### src/rtl/m2vside_seq.sv
// Stage-1 side-information sequencer: holds a current and a pending macroblock header
// and presents per-block side info for blocks 0..5. Optional: M2VSIDE_SEQ_UNDERRUN_EN.
module m2vside_seq #(
  parameter int MVH_WIDTH = 16,
  parameter int MVV_WIDTH = 15,
  parameter int MBX_WIDTH = 6,
  parameter int MBY_WIDTH = 5
) (
  input  logic                 clk,
  input  logic                 reset_n,
  input  logic                 mb_valid,
  output logic                 mb_ready,
  input  logic [MVH_WIDTH-1:0] mb_mv_h,
  input  logic [MVV_WIDTH-1:0] mb_mv_v,
  input  logic [MBX_WIDTH-1:0] mb_x,
  input  logic [MBY_WIDTH-1:0] mb_y,
  input  logic                 mb_intra,
  input  logic [5:0]           mb_cbp,
  input  logic                 pre_block_start,
  input  logic                 block_start,
  output logic [MVH_WIDTH-1:0] s1_mv_h,
  output logic [MVV_WIDTH-1:0] s1_mv_v,
  output logic [MBX_WIDTH-1:0] s1_mb_x,
  output logic [MBY_WIDTH-1:0] s1_mb_y,
  output logic                 s1_mb_intra,
  output logic [2:0]           s1_block,
  output logic                 s1_coded,
  output logic                 s1_enable,
  output logic                 mb_done
`ifdef M2VSIDE_SEQ_UNDERRUN_EN
  ,
  output logic                 side_underrun,
  output logic [7:0]           underrun_cnt
`endif
);

  // state   | meaning
  // S_EMPTY | no header held, s1_enable low
  // S_CUR   | current slot valid, pending slot empty
  // S_BOTH  | current and pending slots valid, header input stalled
  typedef enum logic [1:0] {
    S_EMPTY = 2'd0,
    S_CUR   = 2'd1,
    S_BOTH  = 2'd2
  } state_t;

  localparam int HDR_W = MVH_WIDTH + MVV_WIDTH + MBX_WIDTH + MBY_WIDTH + 7;

  state_t           state, state_nxt;
  logic [2:0]       blk, blk_nxt;
  logic [HDR_W-1:0] cur_hdr, pend_hdr, hdr_in;
  logic [5:0]       cur_cbp;
  logic             cur_valid, pend_valid, accept, advance;
  logic             load_cur_in, load_cur_pend, load_pend, done_nxt, cbp_bit;

  assign cur_valid  = (state != S_EMPTY);
  assign pend_valid = (state == S_BOTH);
  // Gated by reset_n so the handshake is closed while reset is held.
  assign mb_ready   = reset_n & ~pend_valid;
  assign accept     = mb_valid & mb_ready;
  assign advance    = block_start & cur_valid;
  assign hdr_in     = {mb_mv_h, mb_mv_v, mb_x, mb_y, mb_intra, mb_cbp};

  always_comb begin
    state_nxt     = state;
    blk_nxt       = blk;
    load_cur_in   = 1'b0;
    load_cur_pend = 1'b0;
    load_pend     = 1'b0;
    done_nxt      = 1'b0;
    case (state)
      S_EMPTY: begin
        if (accept) begin
          load_cur_in = 1'b1;
          blk_nxt     = 3'd0;
          state_nxt   = S_CUR;
        end
      end
      S_CUR: begin
        if (advance && blk == 3'd5) begin
          done_nxt = 1'b1;
          blk_nxt  = 3'd0;
          if (accept) load_cur_in = 1'b1;
          else        state_nxt   = S_EMPTY;
        end else begin
          if (advance) blk_nxt = blk + 3'd1;
          if (accept) begin
            load_pend = 1'b1;
            state_nxt = S_BOTH;
          end
        end
      end
      S_BOTH: begin
        if (advance && blk == 3'd5) begin
          done_nxt      = 1'b1;
          blk_nxt       = 3'd0;
          load_cur_pend = 1'b1;
          state_nxt     = S_CUR;
        end else if (advance) begin
          blk_nxt = blk + 3'd1;
        end
      end
      default: begin
        state_nxt = S_EMPTY;
        blk_nxt   = 3'd0;
      end
    endcase
  end

  always_ff @(posedge clk or negedge reset_n) begin
    if (!reset_n) begin
      state    <= S_EMPTY;
      blk      <= 3'd0;
      cur_hdr  <= '0;
      pend_hdr <= '0;
      mb_done  <= 1'b0;
    end else begin
      state   <= state_nxt;
      blk     <= blk_nxt;
      mb_done <= done_nxt;
      if (load_cur_in)        cur_hdr <= hdr_in;
      else if (load_cur_pend) cur_hdr <= pend_hdr;
      if (load_pend) pend_hdr <= hdr_in;
    end
  end

  assign {s1_mv_h, s1_mv_v, s1_mb_x, s1_mb_y, s1_mb_intra, cur_cbp} = cur_hdr;
  assign s1_block  = blk;
  assign s1_enable = cur_valid;

  // cbp is MSB-first: bit 5 belongs to block 0.
  always_comb begin
    cbp_bit = 1'b0;
    case (blk)
      3'd0:    cbp_bit = cur_cbp[5];
      3'd1:    cbp_bit = cur_cbp[4];
      3'd2:    cbp_bit = cur_cbp[3];
      3'd3:    cbp_bit = cur_cbp[2];
      3'd4:    cbp_bit = cur_cbp[1];
      3'd5:    cbp_bit = cur_cbp[0];
      default: cbp_bit = 1'b0;
    endcase
  end
  assign s1_coded = s1_mb_intra | cbp_bit;

`ifdef M2VSIDE_SEQ_UNDERRUN_EN
  always_ff @(posedge clk or negedge reset_n) begin
    if (!reset_n) begin
      side_underrun <= 1'b0;
      underrun_cnt  <= 8'd0;
    end else if (pre_block_start && !cur_valid && !accept) begin
      side_underrun <= 1'b1;
      if (underrun_cnt != 8'hFF) underrun_cnt <= underrun_cnt + 8'd1;
    end
  end
`else
  logic unused_pre_block_start;
  assign unused_pre_block_start = pre_block_start;
`endif

endmodule

### config.mk
export PLATFORM = sky130hd
export DESIGN_NAME = m2vside_seq
export DESIGN_NICKNAME = d
export VERILOG_FILES = /design/src/rtl/m2vside_seq.sv
export SDC_FILE = /design/constraint.sdc
export NUM_CORES = 1
export LEC_CHECK = 0
export CORE_MARGIN = 1
export CORE_UTILIZATION = 31
export DETAILED_ROUTE_END_ITERATION = 12
export MAX_ROUTING_LAYER = met4
export PLACE_DENSITY = 0.6
export SYNTH_ARGS = -nofsm -noshare
export SYNTH_HDL_FRONTEND = slang
export SYNTH_SLANG_ARGS = --single-unit
### constraint.sdc
create_clock -name clk -period 2.05 [get_ports clk]
set_input_delay 0.41 -clock clk [delete_from_list [all_inputs] [get_ports clk]]
set_output_delay 0.41 -clock clk [all_outputs]
set_load 0.01 [all_outputs]
==> flow_metrics.py <==
metrics = {
    "run": {
        "cap_violations": 0,
    },
    "synthesis": {
        "synth_edf_count": 0,
        "async_flop_share_pct": 100,
        "synthTopCellsByCount": "dfrtp_1, nand2_1, mux2i_1, o21ai_0, buf_4",
        "synth_largest_area_cell": "dfrtp_1",
        "synthTopCellsByArea": "dfrtp_1, mux2i_1, mux2_2",
        "synthesis.nets": 471,
        "yosysMostFrequentCell": "dfrtp_1",
        "ys_ff_latch": 104,
        "synth.avg_cell_area_sq_um": 12.0,
        "ys_warn_count": 0,
        "yosysUniqueCellTypes": 30,
        "syn_inst": 409,
        "ys_seq_area_share_pct": 52.8,
        "synth_ff_type": "dfrtp_1",
        "netlist.area_leader.share_pct": 52.8,
        "syn-cell-area_sq_um": 4930,
    },
    "critical_path": {
        "crit_path_start": "s1_block[1]",
        "r2r_start": "s1_block[1]",
        "critical_path_class": "register to primary output",
        "crit_end": "s1_coded",
        "r2r_cells": 9,
        "path_max_fanout": 4,
        "crit_arrival_ns": 1.65,
        "r2r_setup_slack_ns": 0.07,
        "start_kind": "register",
        "r2r-end": "state[0]",
        "end_kind": "primary output",
        "worstPathRequired_ns": 1.64,
    },
    "place": {
        "preCtsSetupSlack_ns": -0.100,
        "port_buffers": 102,
        "place.gp.congestion": 0.709,
        "placed_area_sq_um": 5970,
        "hpwlAfterDp_um": 6580,
        "dp.cells": 676,
    },
    "drt": {
        "wl_per_cell_um": 14.9,
        "drtAntennaViolNets": 0,
        "drc": 0,
        "finalWirelength_um": 10400,
        "dr.pass1.iters": 4,
        "vias": 3132,
        "first_iter_violations": 112,
        "via_per_inst": 4.51,
    },
    "finish": {
        "nets": 543,
        "syn_to_final_growth_pct": 30.4,
        "final_cell_count_no_fill": 695,
        "diodes": 0,
        "drive_above_1_share_pct": 21.9,
        "fin_area_sq_um": 6420,
        "postLayoutCoreUtil_pct": 41.8,
        "nFillCells": 1475,
    },
    "sta": {
        "fin_ws_ns": -0.0126,
        "finalCriticalPeriod_ns": 2.06,
        "grt_setup_unrepaired": "true",
        "max_freq_mhz": 485,
        "finalSetupTns_ns": -0.0126,
        "finalHoldViolations": 0,
        "whs_ns": 0.216,
        "drv_slew": 0,
        "finalClockSkew_ns": 0.00642,
        "setup_viol_count_final": 1,
        "fin_crit_sh_pct": 101,
        "slew_headroom_pct": 54.5,
        "tightest_slew_ns": 0.682,
    },
    "clock_tree": {
        "clk_latency_ns": 0.34,
        "cts.clk_slew.worst_paths_ns": 0.07,
        "cts.sinks": 104,
        "cts_tree": "yes",
        "ctsRootBufferMaster": "clkbuf_16",
        "htreeDepth": 3,
        "cts_buffer_depth": 2,
        "cts_made_buffers": 9,
    },
    "grt": {
        "grt_pass1_vias": 3359,
        "grt_overflow": 0,
        "grt_util_all_layers_pct": 13.5,
        "grt_antenna_before_repair": 0,
        "grt_first_pass_wirelength_um": 16600,
        "grt_max_degree": 55,
    },
    "die": {
        "dieArea_sq_um": 16400,
        "fp.coreArea_sq_um": 15400,
        "dieHeight_um": 128,
        "initial_utilization_pct": 32.0,
        "ios": 104,
        "die_x_um": 128,
        "rows": 45,
    },
    "power_and_ir_drop": {
        "leakage_nw": 3.04,
        "power.density_nw_per_um2": 1290,
        "peakVddDrop_v": 0.000562,
        "power_mw": 8.26,
    },
    "outcome": {
        "violations": "setup timing",
        "status": "finished, violations left",
    },
    "hold_path": {
        "hold_class": "input port to asynchronous set/reset pin",
    },
}
## cells in the final DEF, fill, tap and decap left out, drive strengths merged, types with 6 or more instances in the layout
| master | count |
|---|---|
| clkdlybuf4s50 | 98 |
| ha | 8 |
| nand2 | 52 |
| o21ai | 51 |
| mux2 | 50 |
| inv | 8 |
| a21oi | 6 |
| buf | 21 |
| mux2i | 49 |
| dfrtp | 104 |
| clkbuf | 14 |
## flip-flops by register name (all words and copies together) (netlist names)
register and flops:
mb_done 1, state 2, pend_hdr 49, cur_hdr 49
s1_block 3
## worst min path at each step
stage	start	to	slack, ns
2_1_floorplan	reset_n	cur_hdr[0]	0.11
3_3_place_gp	pend_hdr[23]	pend_hdr[23]	0.49
3_5_place_dp	pend_hdr[21]	pend_hdr[21]	0.49
4_1_cts	reset_n	state[1]	0.24
5_1_grt	reset_n	state[1]	0.28
6_report	reset_n	state[1]	0.22
## final cells by class
cell class / instances / area (sq um) / area share (%)
clock inverters: 3 / 43.8 / 0.682
multi-input cells: 234 / 1930 / 30.1
inverters: 8 / 30.0 / 0.467
well taps: 211 / 264 / 4.11
repair buffers: 124 / 1310 / 20.4
flip-flops and latches: 104 / 2600 / 40.5
clock buffers: 11 / 243 / 3.78
## critical path: stages (launching register included)
cell      delay, ns
dfrtp_1        0.40
inv_2          0.09
ha_4           0.16
a22o_1         0.21
a221oi_2       0.22
o21ai_1        0.09
buf_2          0.15
## where the power goes
group	leakage, nW	switching, mW	internal [mW]	total, mW
sequential	1.28	0.533	3.02	3.56
combinational	1.62	1.21	1.81	3.01
clock	0.141	0.722	0.967	1.69
total	3.04	2.46	5.80	8.26
## metal layers
metal  part of all wire (%)  GRT usage (%)  vias up
li1                       -              -     1501
met1                     42           15.3     1551
met2                     52           23.0       68
met3                    4.2           3.63       12
met4                    1.3           4.71        0
met5                      0              -        -
## cell families (layout without fill, tap and decap cells)
family          count (synthesis)  in the layout  share of synthesized area, %
flops                         104            104                          52.8
buf+inv                        71            146                          9.75
compound gates                 64             64                          7.09
mux                            99             99                          22.1
simple gates                   62             62                          5.97
xor+xnor                        1              1                         0.178
fa+ha+maj                       8              8                          2.03
## repair_timing
item | CTS | global route
cloned | 0 | 4
endpoints found under the hold margin | 0 | 0
endpoints found under the setup margin | 3 | 99
hold buffers | 0 | 0
resized for setup | 14 | 12
pin swaps | 1 | 3
setup buffers | 0 | 1
Note: power is estimated with default switching activity, not from simulation.
